## src/rtl/sha256_digest_serializer.sv

```systemverilog
// Captures one SHA-256 digest and streams it MSB-byte-first to a UART transmitter, one strobe per tx_done.
// Define SHA256_SER_HEX_ASCII_EN to send lowercase ASCII hex characters followed by CR LF instead of raw bytes.
module sha256_digest_serializer #(
    parameter int DIGEST_BYTES = 32,
    parameter int GAP_CYCLES   = 0
) (
    input  logic                      clk,
    input  logic                      rst_n,
    input  logic [8*DIGEST_BYTES-1:0] digest_in,
    input  logic                      digest_valid,
    output logic                      ready,
    output logic                      tx_dv,
    output logic [7:0]                tx_byte,
    input  logic                      tx_done,
    output logic                      busy,
    output logic                      done,
    output logic                      drop
);
    // state  | meaning
    // IDLE   | waiting for a digest, ready=1
    // SEND   | tx_dv strobe cycle for the current character
    // WAIT   | waiting for tx_done of the current character
    // GAP    | idle spacing before the next strobe
    // FINISH | done pulse, then back to IDLE
    localparam int SREG_W = 8 * DIGEST_BYTES;
    localparam int IDX_W  = $clog2(2 * DIGEST_BYTES + 2);
    localparam int GAP_W  = 8;
`ifdef SHA256_SER_HEX_ASCII_EN
    localparam int STEP = 4;
    localparam int LAST = 2 * DIGEST_BYTES + 1;
`else
    localparam int STEP = 8;
    localparam int LAST = DIGEST_BYTES - 1;
`endif

    typedef enum logic [2:0] {IDLE, SEND, WAIT, GAP, FINISH} state_t;

    state_t             state;
    logic [SREG_W-1:0]  sreg;
    logic [SREG_W-1:0]  sreg_shifted;
    logic [IDX_W-1:0]   idx;
    logic [IDX_W-1:0]   idx_inc;
    logic [GAP_W-1:0]   gap_cnt;
    logic [7:0]         char_first;
    logic [7:0]         char_now;
    logic [7:0]         char_next;
    logic               rst_meta_n;
    logic               rst_sync_n;

    // Deassertion is taken through two flops; captures are held off until it completes.
    always_ff @(posedge clk or negedge rst_n) begin
        if (!rst_n) begin
            rst_meta_n <= 1'b0;
            rst_sync_n <= 1'b0;
        end else begin
            rst_meta_n <= 1'b1;
            rst_sync_n <= rst_meta_n;
        end
    end

    assign sreg_shifted = sreg << STEP;
    assign idx_inc      = idx + IDX_W'(1);

`ifdef SHA256_SER_HEX_ASCII_EN
    function automatic logic [7:0] hex_char(input logic [IDX_W-1:0] k, input logic [3:0] nib);
        if (k == IDX_W'(2 * DIGEST_BYTES)) return 8'h0d;
        if (k == IDX_W'(LAST))             return 8'h0a;
        if (nib < 4'd10)                   return {4'h3, nib};
        return 8'h57 + {4'h0, nib};
    endfunction

    assign char_first = hex_char('0, digest_in[SREG_W-1 -: 4]);
    assign char_now   = hex_char(idx, sreg[SREG_W-1 -: 4]);
    assign char_next  = hex_char(idx_inc, sreg_shifted[SREG_W-1 -: 4]);
`else
    assign char_first = digest_in[SREG_W-1 -: 8];
    assign char_now   = sreg[SREG_W-1 -: 8];
    assign char_next  = sreg_shifted[SREG_W-1 -: 8];
`endif

    always_ff @(posedge clk or negedge rst_n) begin
        if (!rst_n) begin
            state   <= IDLE;
            ready   <= 1'b1;
            busy    <= 1'b0;
            tx_dv   <= 1'b0;
            tx_byte <= 8'h00;
            done    <= 1'b0;
            drop    <= 1'b0;
            sreg    <= '0;
            idx     <= '0;
            gap_cnt <= '0;
        end else begin
            tx_dv <= 1'b0;
            done  <= 1'b0;
            drop  <= digest_valid && !ready;
            case (state)
                IDLE: begin
                    if (digest_valid && rst_sync_n) begin
                        sreg    <= digest_in;
                        idx     <= '0;
                        ready   <= 1'b0;
                        busy    <= 1'b1;
                        tx_dv   <= 1'b1;
                        tx_byte <= char_first;
                        state   <= SEND;
                    end
                end
                SEND: state <= WAIT;
                WAIT: begin
                    if (tx_done) begin
                        if (idx == IDX_W'(LAST)) begin
                            done  <= 1'b1;
                            busy  <= 1'b0;
                            state <= FINISH;
                        end else begin
                            sreg <= sreg_shifted;
                            idx  <= idx_inc;
                            if (GAP_CYCLES > 0) begin
                                gap_cnt <= GAP_W'(GAP_CYCLES - 1);
                                state   <= GAP;
                            end else begin
                                tx_dv   <= 1'b1;
                                tx_byte <= char_next;
                                state   <= SEND;
                            end
                        end
                    end
                end
                GAP: begin
                    if (gap_cnt == '0) begin
                        tx_dv   <= 1'b1;
                        tx_byte <= char_now;
                        state   <= SEND;
                    end else begin
                        gap_cnt <= gap_cnt - GAP_W'(1);
                    end
                end
                FINISH: begin
                    ready <= 1'b1;
                    state <= IDLE;
                end
                default: state <= IDLE;
            endcase
        end
    end
endmodule

```

## config.mk

```make
export PLATFORM = sky130hd
export DESIGN_NAME = sha256_digest_serializer
export DESIGN_NICKNAME = d
export VERILOG_FILES = /design/src/rtl/sha256_digest_serializer.sv
export SDC_FILE = /design/constraint.sdc
export NUM_CORES = 1
export LEC_CHECK = 0
export CORE_ASPECT_RATIO = 0.5
export CORE_UTILIZATION = 52
export CTS_CLUSTER_DIAMETER = 40
export CTS_CLUSTER_SIZE = 16
export DETAILED_ROUTE_END_ITERATION = 12
export PLACE_DENSITY = 0.87
export SLEW_MARGIN = 20
export SYNTH_ARGS = -nofsm -noshare
export SYNTH_HDL_FRONTEND = slang
export SYNTH_SLANG_ARGS = --single-unit
```

## constraint.sdc

```tcl
create_clock -name clk -period 2.75 [get_ports clk]
set_clock_uncertainty 0.15 [all_clocks]
set_input_delay 0.4125 -clock clk [delete_from_list [all_inputs] [get_ports clk]]
set_output_delay 0.4125 -clock clk [all_outputs]
set_load 0.02 [all_outputs]
```

==> results.py, run 1 <==
metrics = {
    "run_status": {
        "status": "completed",
    },
    "worst_hold_path": {
        "hp-class": "register to register",
        "holdPathStages": 0,
        "worstHoldStart": "rst_meta_n",
        "hold_end": "rst_sync_n",
    },
    "critical_path": {
        "r2r_slack_ns": 0.28,
        "cp_cell_sequence": "or3b_4 > buf_4 > mux2i_1 > o21ai_1",
        "cp_data_required_time_ns": 3.02,
        "crit_path_max_incr_delay_ns": 0.71,
        "regToRegStartpoint": "state[0]",
        "cp.arrival_ns": 2.74,
        "r2r-end": "sreg[115]",
        "start_kind": "register",
        "critPathMaxFanout": 49,
        "crit_type": "register to register",
        "end_kind": "register",
        "cp_slowest_cell": "buf_4",
        "rr_worst_depth": 4,
    },
    "synthesis": {
        "ys_types": 42,
        "netlist_area_sq_um": 13900,
        "ys_ff_latch": 289,
        "ys_seq_area_share_pct": 52.2,
        "syn_avg_cell_area_sq_um": 10.6,
        "synth_nets": 1565,
        "ys_warn_count": 0,
        "netlist_instances": 1303,
    },
    "cts": {
        "cts_hold_buffers": 1,
        "root_buffer": "clkbuf_16",
        "cts_tree": "built",
        "cts_made_buffers": 26,
        "htreeDepth": 1,
        "cts.reportedPaths.clkPinSlew_ns": 0.07,
        "cts_resized": 0,
        "numClockSinks": 289,
        "cts_setup_buffers": 0,
        "clkLatencyLatePin_ns": 0.55,
        "cts_buffer_depth": 3,
    },
    "power": {
        "p_comb_share_pct": 36.7,
        "leakagePower_nw": 8.74,
        "switching_share_pct": 35.9,
        "power_density_nw_per_um2": 1020,
        "switchingPower_w": 0.00645,
        "clkPwrFrac_pct": 22.8,
        "seq_power_share_pct": 40.6,
        "irDropWorstVdd_mv": 0.514,
        "p_int_w": 0.0115,
        "total_power_w": 0.0180,
    },
    "routing": {
        "vias_per_cell": 5.87,
        "wl_per_cell_microns": 19.7,
        "drt_iter0_markers": 1160,
        "wl_microns": 37000,
        "firstDrtPassIters": 7,
        "ant_nets": 0,
        "routed-via-count": 11000,
        "route.detailed.drc": 0,
    },
    "global_routing": {
        "grt_pass1_wl_microns": 59100,
        "grt_util_all_layers_pct": 26.9,
        "busiest_layer": "met2",
        "grt_max_degree": 215,
        "grt_pass1_vias": 11300,
        "grtUsageMet1_pct": 34.2,
        "antenna_found_initial": 9,
        "met3_usage_pct": 3.51,
        "use_met2_pct": 45.7,
        "grt_overflow": 0,
    },
    "finish": {
        "fin_nets": 1772,
        "fill_cells": 1830,
        "stdcell_count": 1881,
        "layout_common_cells": "288 x dfrtp_1, 271 x clkdlybuf4s50_1, 266 x mux2i_1",
        "layout_commonest_cell": "dfrtp_1",
        "syn2layout_area_growth_pct": 27.6,
        "multi_input_comb_area_sq_um": 5860,
        "drive_above_1_share_pct": 5.43,
        "ff_latch_area_sq_um": 7230,
    },
    "job": {
        "cap_violations": 0,
    },
    "place": {
        "dpl_worst_slack_ns": 0.253,
        "port_buffers": 272,
        "dpl.hpwl_microns": 24100,
        "place.gp.congestion": 0.843,
        "place_inst": 1825,
    },
    "timing": {
        "max_freq_ghz": 0.405,
        "setup_viol": 0,
        "fin_crit_sh_pct": 89.8,
        "rsz0062_at_grt": "false",
        "min_period_ns": 2.47,
        "final.setup.tns_ns": 0,
        "hold_violations": 0,
        "slew_headroom_pct": 29.4,
        "slew_viol_final": 0,
        "tightest_slew_ns": 1.06,
        "fin_ws_ns": 0.281,
    },
    "floorplan": {
        "dieArea_sq_um": 27400,
        "die_h_microns": 117,
        "pin_count": 273,
        "rows": 41,
        "core_area_sq_um": 25700,
        "die_x_microns": 233,
        "start_util_pct": 54.0,
    },
}
-- stage by stage --
stage          hold slack (ns)  utilization, %  cell area [sq um]
6_report                 0.227            68.8              17700
5_1_grt                  0.231            68.8              17700
4_1_cts                  0.235            68.7              17700
3_5_place_dp             0.219            65.0              16700
3_3_place_gp             0.183            65.0              16700
2_1_floorplan          -0.0331               -              13900
-- per-layer routing --
metal  vias up  wire length [microns]
li1       5112                      -
met1      5449                  15100
met2       374                  18400
met3       102                   1670
met4         0                   1800
met5         -                      0
-- flip-flops by register name, indices dropped and copies added, names as in the netlist --
signal	cells
tx_dv	1
sreg	256
busy	1
idx	7
rst_meta_n	1
drop	1
rst_sync_n	1
done	1
tx_byte	8
gap_cnt	8
ready	1
state	3
-- worst max path at each step --
stage                     slack, ns  cells past startpoint        end         start
after CTS                      0.30                      4  sreg[208]      state[0]
after global routing           0.11                      6     idx[0]        idx[0]
final                          0.28                      4  sreg[115]      state[0]
after global placement         0.28                      6     idx[2]  digest_valid
after detailed placement       0.25                      6     idx[2]  digest_valid
after floorplan                0.71                      8     idx[5]        idx[0]
-- critical path, delay by kind of cell, from the launching register on --
kind            cells  cell delay (ns)
simple gates        1             0.46
buf+inv             1             0.71
flops               1             0.58
compound gates      1             0.11
mux                 1             0.30
-- synthesized netlist by cell type, drive strengths merged --
cell type,instances,area [sq um]
a211o,1,8.76
a21o,1,7.51
a21oi,14,73.8
a22o,2,17.5
a31o,1,8.76
a31oi,1,21.3
and3,4,25.0
and3b,1,8.76
buf,91,626
clkbuf,32,120
conb,1,3.75
dfrtp,288,7210
dfstp,1,26.3
ha,2,25.0
inv,11,41.3
mux2i,266,2660
nand2,16,60.1
nand2b,3,18.8
nand3,263,1320
nand3b,1,7.51
nand4,1,6.26
nand4bb,1,27.5
nor2,18,77.6
nor2b,1,6.26
nor3,3,15.0
nor3b,3,22.5
nor4,3,25.0
o21ai,261,1310
o22ai,1,6.26
or3,2,12.5
or3b,1,8.76
or4,1,7.51
xnor2,6,52.6
xor2,1,8.76
-- logic make-up after synthesis --
family,Yosys count,share of synthesized area (%)
adder cells (fa/ha/maj),2,0.180
XOR/XNOR,7,0.442
multiplexers,266,19.2
other,1,0.0270
buffers and inverters,134,5.67
AO/OA/AOI/OAI,282,10.5
flip-flops,289,52.2
AND/OR/NAND/NOR,322,11.9
-- power by group through the flow --
stage	registers (W)	clock network (W)	logic, W
2_1_floorplan	0.00698	0	0.00502
3_3_place_gp	0.00717	0	0.00621
3_5_place_dp	0.00729	0	0.00653
4_1_cts	0.00725	0.00414	0.00662
5_1_grt	0.00746	0.00431	0.00728
6_report	0.00729	0.00409	0.00659
-- area by class of cell --
class / instances / area share (%)
Clock inverter: 15 / 1.51
Clock buffer: 31 / 3.90
Timing Repair Buffer: 302 / 17.8
Multi-Input combinational cell: 880 / 33.1
Sequential cell: 289 / 40.9
Inverter: 11 / 0.233
Tap cell: 344 / 2.43
Antenna cell: 9 / 0.127
No activity file was read; power rests on OpenSTA's default activity.
==> run 2: changes to the inputs <==
--- a/config.mk
+++ b/config.mk
@@ -10,6 +10,7 @@
 export CTS_CLUSTER_DIAMETER = 40
 export CTS_CLUSTER_SIZE = 16
 export DETAILED_ROUTE_END_ITERATION = 12
+export GPL_TIMING_DRIVEN = 0
 export PLACE_DENSITY = 0.87
 export SLEW_MARGIN = 20
 export SYNTH_ARGS = -nofsm -noshare
==> results.py, run 2 (same netlist as run 1, synthesis figures left out) <==
metrics = {
    "finish": {
        "fill_cells": 1827,
        "layout_commonest_cell": "dfrtp_1",
        "fin_util_pct": 70.6,
        "reg.largest.list": "sreg: 256 flops, gap_cnt: 8 flops, tx_byte: 8 flops",
        "syn2layout_area_growth_pct": 30.7,
        "drive_above_1_share_pct": 9.14,
        "largest-register": "sreg",
        "final_cell_area_sq_um": 18100,
        "largest_reg_flops": 256,
        "layout_common_cells": "288 x dfrtp_1, 271 x clkdlybuf4s50_1, 266 x mux2i_1",
        "fin_nets": 1872,
    },
    "routing": {
        "firstDrtPassIters": 5,
        "wl_met2_microns": 18400,
        "wl_per_cell_microns": 19.1,
        "drt_iter0_markers": 1082,
        "routed.top_layer": "met4",
        "ant_nets": 0,
        "dr_wl_met3_microns": 1960,
        "routed-via-count": 11600,
        "wl_met1_microns": 15700,
        "vias_per_cell": 5.84,
        "wl_microns": 37800,
        "route.detailed.drc": 0,
    },
    "run_status": {
        "status": "completed",
    },
    "cts": {
        "cts_tree": "built",
        "root_buffer": "clkbuf_16",
        "cts_resized": 0,
        "htreeDepth": 1,
        "clkLatencyLatePin_ns": 0.57,
        "numClockSinks": 289,
        "cts.reportedPaths.clkPinSlew_ns": 0.07,
        "cts_made_buffers": 29,
        "cts_buffer_depth": 3,
    },
    "floorplan": {
        "pin_count": 273,
        "start_util_pct": 54.0,
        "rows": 41,
        "dieArea_sq_um": 27400,
        "core_area_sq_um": 25700,
        "die_h_microns": 117,
        "die_x_microns": 233,
    },
    "timing": {
        "tightest_slew_ns": 0.614,
        "slew_headroom_pct": 59.1,
        "rsz0062_at_grt": "false",
        "final.setup.tns_ns": 0,
        "min_period_ns": 2.49,
        "slew_viol_final": 0,
        "fin_crit_sh_pct": 90.5,
        "setup_viol": 0,
        "hold_violations": 0,
        "max_freq_ghz": 0.402,
    },
    "job": {
        "cap_violations": 0,
    },
    "global_routing": {
        "grt_overflow": 0,
        "grt_pass1_vias": 11800,
        "grt_util_all_layers_pct": 27.7,
        "grt_max_degree": 97,
        "antenna_found_initial": 9,
        "grt_pass1_wl_microns": 60600,
    },
    "critical_path": {
        "start_kind": "register",
        "cp.arrival_ns": 2.75,
        "end_kind": "register",
        "critical_path.top_delay_family": "buffers and inverters",
        "cp_cell_sequence": "ha_1 > and3_1 > buf_2 > a31oi_4 > nor2_4 > buf_2 > clkbuf_1 > o21ai_1",
        "r2r-end": "sreg[47]",
        "regToRegStartpoint": "idx[0]",
        "critPathCapture": "sreg[47]",
        "r2r_slack_ns": 0.26,
        "cp_data_required_time_ns": 3.01,
        "rr_worst_depth": 8,
        "cp_slowest_cell": "dfrtp_1",
        "crit_type": "register to register",
        "crit_start": "idx[0]",
        "critPathMaxFanout": 10,
        "crit_path_frequent_cell": "buf_2",
        "cp.depth": 8,
        "crit_path_max_incr_delay_ns": 0.39,
        "worst-path-buf-inv": 3,
    },
    "place": {
        "place_area_sq_um": 17100,
        "port_buffers": 272,
        "place.gp.congestion": 0.920,
        "dpl.hpwl_microns": 27500,
    },
    "power": {
        "power_density_nw_per_um2": 1010,
        "irDropWorstVdd_mv": 0.511,
        "leakagePower_nw": 8.96,
    },
    "worst_hold_path": {
        "hp-class": "register to register",
    },
}
run 2: worst min path at each step:
stage,to,startpoint,cells after the start
global route,rst_sync_n,rst_meta_n,0
floorplan,busy,rst_n,0
CTS,rst_sync_n,rst_meta_n,0
finish,rst_sync_n,rst_meta_n,0
detailed placement,rst_sync_n,rst_meta_n,0
global placement,rst_sync_n,rst_meta_n,0
run 2: final cells by class:
| class | instances | area [sq um] | area share (%) |
|---|---|---|---|
| Multi-Input combinational cell | 880 | 5850 | 32.3 |
| Antenna cell | 9 | 22.5 | 0.124 |
| Clock buffer | 31 | 753 | 4.15 |
| Inverter | 11 | 41.3 | 0.228 |
| Clock inverter | 21 | 238 | 1.31 |
| Sequential cell | 289 | 7230 | 39.9 |
| Timing Repair Buffer | 276 | 2820 | 15.6 |
| Buffer | 123 | 746 | 4.11 |
| Tap cell | 344 | 430 | 2.37 |
run 2: through the flow:
| step | worst slack (ns) | hold WS [ns] | power, W | instances |
|---|---|---|---|---|
| 2_1_floorplan | 0.712 | -0.0331 | 0.0120 | 1303 |
| 3_3_place_gp | -10.56 | 0.184 | 0.0137 | 1919 |
| 3_5_place_dp | 0.154 | 0.203 | 0.0142 | 1922 |
| 4_1_cts | 0.242 | 0.218 | 0.0183 | 1975 |
| 5_1_grt | 0.0950 | 0.223 | 0.0194 | 1984 |
| 6_report | 0.261 | 0.212 | 0.0183 | 1984 |
run 2: layer usage:
metal	vias up	global-route usage [%]
li1	5326	-
met1	5728	35.9
met2	417	45.1
met3	123	4.00
met4	0	14.9
met5	-	0
run 2: power by group:
group,switching (W),internal [W]
clock network,0.00180,0.00231
logic,0.00374,0.00320
registers,0.00113,0.00613
total,0.00668,0.0116
run 2: timing repair:
item | 4_1_cts | 5_1_grt
hold buffers | 1 | 0
endpoints found under the setup margin | 0 | 0
setup buffers | 0 | 0
endpoints found under the hold margin | 69 | 0
==> run 3: changes to the inputs <==
--- a/config.mk
+++ b/config.mk
@@ -5,13 +5,13 @@
 export SDC_FILE = /design/constraint.sdc
 export NUM_CORES = 1
 export LEC_CHECK = 0
-export CORE_ASPECT_RATIO = 0.5
+export CORE_ASPECT_RATIO = 1.4
 export CORE_UTILIZATION = 52
 export CTS_CLUSTER_DIAMETER = 40
 export CTS_CLUSTER_SIZE = 16
 export DETAILED_ROUTE_END_ITERATION = 12
 export GPL_TIMING_DRIVEN = 0
-export PLACE_DENSITY = 0.87
+export PLACE_DENSITY = 0.8
 export SLEW_MARGIN = 20
 export SYNTH_ARGS = -nofsm -noshare
 export SYNTH_HDL_FRONTEND = slang
==> results.py, run 3 (same netlist as run 1, synthesis figures left out) <==
metrics = {
    "floorplan": {
        "start_util_pct": 53.0,
        "die_h_microns": 195,
        "die_x_microns": 140,
        "core_area_sq_um": 26200,
        "pin_count": 273,
        "rows": 70,
        "dieArea_sq_um": 27300,
    },
    "critical_path": {
        "crit_type": "register to register",
        "cp.depth": 8,
        "critical_path.top_delay_family": "buffers and inverters",
        "start_kind": "register",
        "cp_cell_sequence": "ha_1 > and3_1 > buf_2 > a31oi_4 > nor2_4 > buf_2 > clkbuf_1 > o21ai_1",
        "critPathMaxFanout": 10,
        "rr_worst_depth": 8,
        "cp_data_required_time_ns": 2.98,
        "crit_path_frequent_cell": "buf_2",
        "crit_path_max_incr_delay_ns": 0.41,
        "cp.arrival_ns": 2.69,
        "end_kind": "register",
        "worst-path-buf-inv": 3,
        "cp_slowest_cell": "clkbuf_1",
    },
    "cts": {
        "cts_hold_buffers": 1,
        "numClockSinks": 289,
        "root_buffer": "clkbuf_16",
        "cts_made_buffers": 35,
        "cts_resized": 0,
        "cts_tree": "built",
        "cts_setup_buffers": 0,
        "cts.reportedPaths.clkPinSlew_ns": 0.06,
        "clkLatencyLatePin_ns": 0.52,
        "cts_buffer_depth": 3,
        "htreeDepth": 2,
    },
    "finish": {
        "drive_above_1_share_pct": 9.56,
        "fin_nets": 1877,
        "reg.largest.list": "sreg: 256 flops, gap_cnt: 8 flops, tx_byte: 8 flops",
        "stdcell_count": 1967,
        "largest_reg_flops": 256,
        "layout_common_cells": "288 x dfrtp_1, 271 x clkdlybuf4s50_1, 266 x mux2i_1",
        "fill_cells": 1944,
        "largest-register": "sreg",
        "layout_commonest_cell": "dfrtp_1",
        "ff_latch_area_sq_um": 7230,
        "syn2layout_area_growth_pct": 31.5,
        "multi_input_comb_area_sq_um": 5850,
        "fin_util_pct": 69.6,
    },
    "routing": {
        "drt_iter0_markers": 623,
        "routed-via-count": 11400,
        "route.detailed.drc": 0,
        "wl_microns": 37100,
        "vias_per_cell": 5.78,
        "wl_per_cell_microns": 18.9,
        "ant_nets": 0,
        "firstDrtPassIters": 5,
    },
    "power": {
        "irDropWorstVdd_mv": 0.626,
        "leakagePower_nw": 9.04,
        "total_power_w": 0.0187,
        "power_density_nw_per_um2": 1030,
    },
    "job": {
        "cap_violations": 0,
    },
    "place": {
        "port_buffers": 272,
        "dpl_worst_slack_ns": 0.147,
        "place_inst": 1901,
        "place.gp.congestion": 0.834,
        "dpl.hpwl_microns": 27100,
    },
    "timing": {
        "tightest_slew_ns": 0.725,
        "max_freq_ghz": 0.407,
        "slew_viol_final": 0,
        "slew_headroom_pct": 51.7,
        "fin_ws_ns": 0.293,
        "min_period_ns": 2.46,
        "hold_violations": 0,
        "fin_crit_sh_pct": 89.3,
        "setup_viol": 0,
        "rsz0062_at_grt": "false",
    },
    "worst_hold_path": {
        "hp-class": "register to register",
        "holdPathStages": 0,
    },
    "global_routing": {
        "antenna_found_initial": 1,
        "grt_util_all_layers_pct": 27.7,
        "grt_overflow": 0,
        "grt_pass1_vias": 12000,
        "grt_pass1_wl_microns": 60000,
        "grt_max_degree": 101,
    },
    "run_status": {
        "status": "completed",
    },
}
[run 3: changes by cell type in the layout (fill, tap and decap cells not counted), sizes merged]
| cell | before | now |
|---|---|---|
| clkbuf | 63 | 71 |
| inv | 15 | 27 |
| buf | 95 | 94 |
| clkinv | 11 | 8 |
| diode | 9 | 1 |
| bufinv | 3 | 0 |
| clkinvlp | 3 | 1 |
[run 3: metal layers]
layer	wire length, microns	GRT usage (%)
met1	13900	31.3
met2	19100	49.7
met3	2680	6.13
met4	1460	12.3
met5	0	0
[run 3: final cells by class]
class | count | share of cell area [%]
diodes | 1 | 0.0137
plain buffers | 123 | 4.09
clock buffers | 39 | 5.00
clock inverters | 25 | 1.39
inverters | 11 | 0.226
multi-input cells | 880 | 32.1
flip-flops and latches | 289 | 39.7
well taps | 324 | 2.22
repair buffers | 275 | 15.3
[run 3: worst register-to-register path: stages, from the launching register on]
cell and delay (ns):
dfrtp_1 0.38, ha_1 0.22, and3_1 0.16, buf_2 0.16, a31oi_4 0.14, nor2_4 0.26
buf_2 0.32, clkbuf_1 0.41, o21ai_1 0.15
[run 3: metrics by stage]
stage	setup TNS, ns	area (sq um)	hold WS (ns)
4_1_cts	0	18200	0.231
3_5_place_dp	0	17100	0.213
3_3_place_gp	-3246.74	17000	0.184
2_1_floorplan	0	13900	-0.0331
6_report	0	18200	0.232
5_1_grt	0	18200	0.239
[run 3: worst paths after layout]
| kind | start | slack, ns | end |
|---|---|---|---|
| max | idx[0] | 0.29 | sreg[17] |
| min | rst_meta_n | 0.23 | rst_sync_n |
| max reg2reg | idx[0] | 0.29 | sreg[17] |
| min reg2reg | rst_meta_n | 0.23 | rst_sync_n |
| max in group asynchronous | rst_n | 1.09 | sreg[87] |
| min in group asynchronous | rst_n | 0.37 | gap_cnt[2] |
[run 3: power by group]
part,total (W),switching (W),internal [W]
Combinational,0.00689,0.00370,0.00319
Clock,0.00460,0.00206,0.00254
Sequential,0.00724,0.00110,0.00613
Total,0.0187,0.00686,0.0119
==> RTL change 1, RTL diff (config.mk and constraints of run 2) <==
Compare `idx` against `IDX_W'(LAST)` with >= in place of ==.
--- a/src/rtl/sha256_digest_serializer.sv
+++ b/src/rtl/sha256_digest_serializer.sv
@@ -109,7 +109,7 @@
                 SEND: state <= WAIT;
                 WAIT: begin
                     if (tx_done) begin
-                        if (idx == IDX_W'(LAST)) begin
+                        if (idx >= IDX_W'(LAST)) begin
                             done  <= 1'b1;
                             busy  <= 1'b0;
                             state <= FINISH;
Formal check against the unedited RTL: no difference found for any inputs over 10 cycles, from zero or initial values and one cycle with rst_n low; that may be too few to reach the edited logic, so the function may still have changed.
==> RTL change 1 against run 2 <==
Wire length rose by 4.3%. Core utilization fell by 0.34 points. Non-clock buffer count did not move. Power rose by 0.83%. Synthesized cell count fell by 0.61%. Worst setup slack got worse by 140 ps. Synthesized area fell by 1.4%. Sequential cell count did not move. Final area fell by 1.3%. Critical path type unchanged.
==> RTL change 1: results (changes against run 2) <==
The static leakage is 7.67 nW (-14%). The maximum cell stage delay along the critical path came out at 510 ps (+120 ps). The clock insertion delay at the later pin of the skew report is 560 ps. The startpoint of the most critical setup path is idx[0]. The worst path arrival time was 2950 ps (+200 ps).

The library cell contributing the largest single delay on the critical path is sky130_fd_sc_hd__dfrtp_1. The number of nets produced by synthesis is 1,557 (-0.51%). The largest voltage drop on the vdd net is 0.502 mV (-1.7%). The clock-pin slew on the worst setup and hold paths came to 70 ps (about the same). The cell count of the worst reg-to-reg path was 7 (-1). In this run the most critical hold path is launched from rst_meta_n. The buffers inserted during post-CTS setup optimization came out at 0 (unchanged). The proportion of layout cells with a drive suffix above 1 is 7.28% (-1.9 points). The primary flip-flop cell chosen by synthesis mapping is sky130_fd_sc_hd__dfrtp_1. The number of vias after detailed routing came to 11,704 (+0.95%). The synthesized instance count came out at 1,295 (-0.61%).

The wire length of the first global-routing pass came out at 62,500 um (+3.2%). The filler cell count in the final layout came out at 1,823 (-0.22%). The detailed-routing iteration count for the pre-antenna-repair pass is 8 (+3). The total count of max-transition violations in the final report came out at 0 (unchanged). By area the synthesized netlist is led by sky130_fd_sc_hd__dfrtp_1 53%, sky130_fd_sc_hd__mux2i_1 19%, sky130_fd_sc_hd__nand3_1 9.8%.

The maximum number of buffers from clock root to sink came out at 3 (unchanged). The count of synthesis-stage warnings from yosys is 0 (unchanged). The H-tree level count is 1 (unchanged). The maximum fanout encountered on the critical timing path came to 10 (unchanged). The fraction of met2 tracks used by global routing is 50.8% (+5.7 points). The startpoint identified for the worst register-to-register timing path is idx[0]. The via density per instance came to 5.93 (+1.5%). The worst reg-to-reg setup slack came out at 120 ps (-140 ps). The slew at the pin with the worst max-slew slack came to 912 ps (+299 ps). The post-synthesis sequential area ratio came out at 52.9% (+0.73 points).

The met1 routing resource usage after global routing is 37.7% (+1.8 points). The detailed-placement wirelength estimate came out at 29,100 um (+5.9%). The number of I/O port buffers is 272 (unchanged). The run finished with clean final reports. The first-iteration detailed-routing DRC count came out at 1,235 (+14%). The number of nets in the finished design came out at 1,863 (-0.48%). The count of cell types in the netlist came to 42 (unchanged). The worst hold path belongs to the class reg2reg. The global-route met3 utilization is 4.44% (+0.45 points). The tree is rooted in a sky130_fd_sc_hd__clkbuf_16.

The number of antenna violations at the first check in global routing was 8 (-1). The share of synthesized registers carrying an async set or reset was 100% (unchanged). The number of clock buffers inserted by TritonCTS came out at 28 (-3.4%). The total wirelength of the detailed-routed design came out at 39,400 um (+4.3%). The termination of the worst setup path is sreg[203]. The largest net degree at the start of global routing came out at 96 (-1.0%). On the critical path the largest part of the delay comes from buffers and inverters. The total routing resource utilization after global routing came out at 29.4% (+1.8 points).

The worst register-to-register path ends at sreg[203]. Ranked by instance count, the synthesized netlist is headed by 288 x sky130_fd_sc_hd__dfrtp_1, 269 x sky130_fd_sc_hd__nand3_1, 264 x sky130_fd_sc_hd__mux2i_1. The routability congestion estimate from global placement was 0.908 (-1.3%). In the final layout, the registers with the most flip-flops are sreg x256, gap_cnt x8, tx_byte x8.
RTL change 1: cell count changes in the layout (fill, tap and decap cells not counted), sizes merged, moves of 5 or more:
cell	change
inv	+5
o21ai	-10
clkbuf	+16
clkinv	-6
nand3	+7
buf	-14
RTL change 1: area by class of cell:
class / instances / area share, %
flip-flops and latches: 289 / 40.4
clock buffers: 33 / 4.19
repair buffers: 276 / 15.8
multi-input cells: 871 / 32.3
diodes: 8 / 0.112
clock inverters: 17 / 1.08
inverters: 12 / 0.252
well taps: 344 / 2.40
plain buffers: 123 / 3.47
RTL change 1: cells by family after synthesis:
group                      count (synthesis)  share of synthesized area (%)
xor gates and xnor gates                   7                          0.448
adders and majority gates                  2                          0.183
AOI/OAI and AO/OA                        275                           10.5
other                                      1                         0.0274
DFF                                      289                           52.9
muxes                                    264                           19.3
buffers and inverters                    135                           4.79
and+or+nand+nor                          322                           11.9
RTL change 1: worst min path at each step:
stage                       endpoint  slack (ps)  cells past startpoint
final                     rst_sync_n         200                      0
after global routing      rst_sync_n         210                      0
after CTS                 rst_sync_n         210                      0
after detailed placement  rst_sync_n         190                      0
after global placement    rst_sync_n         180                      0
after floorplan                 busy         -30                      0
RTL change 1: metal layers:
metal  part of all wire (%)  up-vias
li1                       -     5301
met5                      0        -
met3                    5.2      113
met2                     49      443
met1                     41     5847
met4                    4.5        0
RTL change 1: repair_timing:
action                     4_1_cts  5_1_grt
setup endpoints to repair       26      161
hold endpoints to repair        67        0
hold buffers                     1        0
gates resized for setup          2       11
RTL change 1: stage by stage:
step                      worst slack (ps)  area, um2  TNS (ps)  hold slack, ps
after floorplan                        714      13700         0           -33.1
after global placement              -10720      16800  -3086320             184
after detailed placement              -103      16900     -2930             192
after CTS                             31.4      17900         0             206
after global routing                  13.2      17900         0             214
final                                  118      17900         0             201
RTL change 1: worst reg2reg max path, cell delays in order, from the launching register on:
cell	delay (ps)
sky130_fd_sc_hd__dfrtp_1	510
sky130_fd_sc_hd__ha_1	290
sky130_fd_sc_hd__a21oi_1	120
sky130_fd_sc_hd__o211ai_2	410
sky130_fd_sc_hd__clkbuf_2	350
sky130_fd_sc_hd__clkbuf_1	430
sky130_fd_sc_hd__nand3_1	160
sky130_fd_sc_hd__o21ai_1	130
RTL change 1: where the power goes:
part	switching, mW	internal [mW]	total, mW
clock network	1.80	2.20	4.00
registers	1.15	6.14	7.29
logic	3.99	3.19	7.18
==> RTL change 2, RTL diff (config.mk and constraints of run 2) <==
Made on the original files. `DIGEST_BYTES`: 32 -> 16.
--- a/src/rtl/sha256_digest_serializer.sv
+++ b/src/rtl/sha256_digest_serializer.sv
@@ -1,7 +1,7 @@
 // Captures one SHA-256 digest and streams it MSB-byte-first to a UART transmitter, one strobe per tx_done.
 // Define SHA256_SER_HEX_ASCII_EN to send lowercase ASCII hex characters followed by CR LF instead of raw bytes.
 module sha256_digest_serializer #(
-    parameter int DIGEST_BYTES = 32,
+    parameter int DIGEST_BYTES = 16,
     parameter int GAP_CYCLES   = 0
 ) (
     input  logic                      clk,
Ports: changed (resized digest_in); port bits go from 273 to 145. The function was not compared with the original's and may differ.
==> RTL change 2 against run 2 <==
Global-route usage fell by 5.2 points. Sequential cell count fell by 129. Synthesized area fell by 44%. Power fell by 44%. Die area fell by 44%. Wire length fell by 56%. Sequential share of layout area fell by 0.22 points. Final area fell by 44%. Worst setup slack got worse by 100 ps. Critical path type unchanged. Critical endpoint is now sreg[72]. Largest cell class unchanged.
==> RTL change 2: results (changes against run 2) <==
The clock insertion delay at the later pin of the skew report came out at 410 ps (-160 ps). The number of I/O port buffers is 144 (-47%). The pre-CTS setup slack came out at 69.2 ps (-85.1 ps).

The first-iteration detailed-routing DRC count came out at 206 (-81%). The flow ran to the end, and the final reports show no timing, DRC or antenna violations. In the post-synthesis netlist, the biggest area contributors are sky130_fd_sc_hd__dfrtp_1 51%, sky130_fd_sc_hd__mux2_2 25%, sky130_fd_sc_hd__mux2_1 9.9%. The sequential cell fraction of total power is 39.4% (-0.3 points). The maximum cell stage delay along the critical path is 480 ps (+90 ps).

In the final layout, the registers with the most flip-flops are sreg x128, gap_cnt x8, tx_byte x8. The H-tree level count came out at 4 (+3). The routability congestion estimate from global placement came out at 0.780 (-15%). The post-layout minimum cycle time is 2590 ps (+104 ps). The synthesized instance count is 563 (-57%). The beginning of the worst register-to-register path is state[0]. The standard cell area after detailed placement is 0.00949 mm2 (-45%). The post-synthesis sequential area ratio is 51.7% (-0.44 points). The reported sequential group power is 4.06 mW (-44%).

The share of total power consumed by net switching is 31.3% (-5.2 points). The post-placement cell count came out at 907 (-53%). The number of vias after detailed routing was 4,951 (-57%). The maximum number of buffers from clock root to sink came out at 2 (-1). The via count of the first global-routing pass came to 5,235 (-56%). The routed length per placed instance came out at 17.6 um (-7.9%). The static leakage is 4.34 nW (-52%). The worst reg-to-reg setup slack came out at 160 ps (-100 ps). The cell count of the worst reg-to-reg path is 6 (-2). The library cell contributing the largest single delay on the critical path is sky130_fd_sc_hd__nor3b_2. The number of nets produced by synthesis was 697 (-55%).

The diode insertion count for antenna repair is 0 (-9). The largest net degree at the start of global routing was 58 (-40%). The number of antenna violations at the first check in global routing was 0 (-9).
==> RTL change 2: cell types whose count changed after synthesis, moves of 38 or more <==
cell                      delta
sky130_fd_sc_hd__o21ai_1   -203
sky130_fd_sc_hd__dfrtp_1   -129
sky130_fd_sc_hd__buf_2      -38
sky130_fd_sc_hd__mux2_1     +68
sky130_fd_sc_hd__nand3_1   -262
sky130_fd_sc_hd__mux2_2    +173
sky130_fd_sc_hd__o21ai_0    -55
sky130_fd_sc_hd__mux2i_1   -249
==> RTL change 2: metal layers <==
metal | share of wire (%) | up-vias | track usage (%)
met5 | 0 | - | 0
li1 | - | 2353 | -
met1 | 47 | 2497 | 30.1
met3 | 2.6 | 16 | 3.78
met4 | 1.3 | 0 | 4.90
met2 | 49 | 85 | 39.1
==> RTL change 2: worst min path at each step <==
stage	endpoint	from	cells past startpoint	slack, ps
floorplan	busy	rst_n	0	-30
global placement	rst_sync_n	rst_meta_n	0	180
detailed placement	rst_sync_n	rst_meta_n	0	190
CTS	rst_sync_n	rst_meta_n	0	210
global route	rst_sync_n	rst_meta_n	0	220
finish	rst_sync_n	rst_meta_n	0	200
==> RTL change 2: cell families after synthesis <==
group / after synthesis / synth area share, %
AOI/OAI and AO/OA: 35 / 3.23
xor gates and xnor gates: 7 / 0.792
adders and majority gates: 2 / 0.323
buffers and inverters: 48 / 3.01
DFF: 160 / 51.7
muxes: 258 / 37.2
other: 1 / 0.0484
and+or+nand+nor: 52 / 3.64
==> RTL change 2: layout make-up <==
type	instances	area (um2)	share of cell area, %
sequential	160	4010	39.7
timing repair buffer	147	1510	15.0
buffer	38	195	1.93
clock inverter	13	156	1.55
multi-input combinational	355	3510	34.8
clock buffer	19	433	4.29
inverter	10	37.5	0.372
tap	198	248	2.45
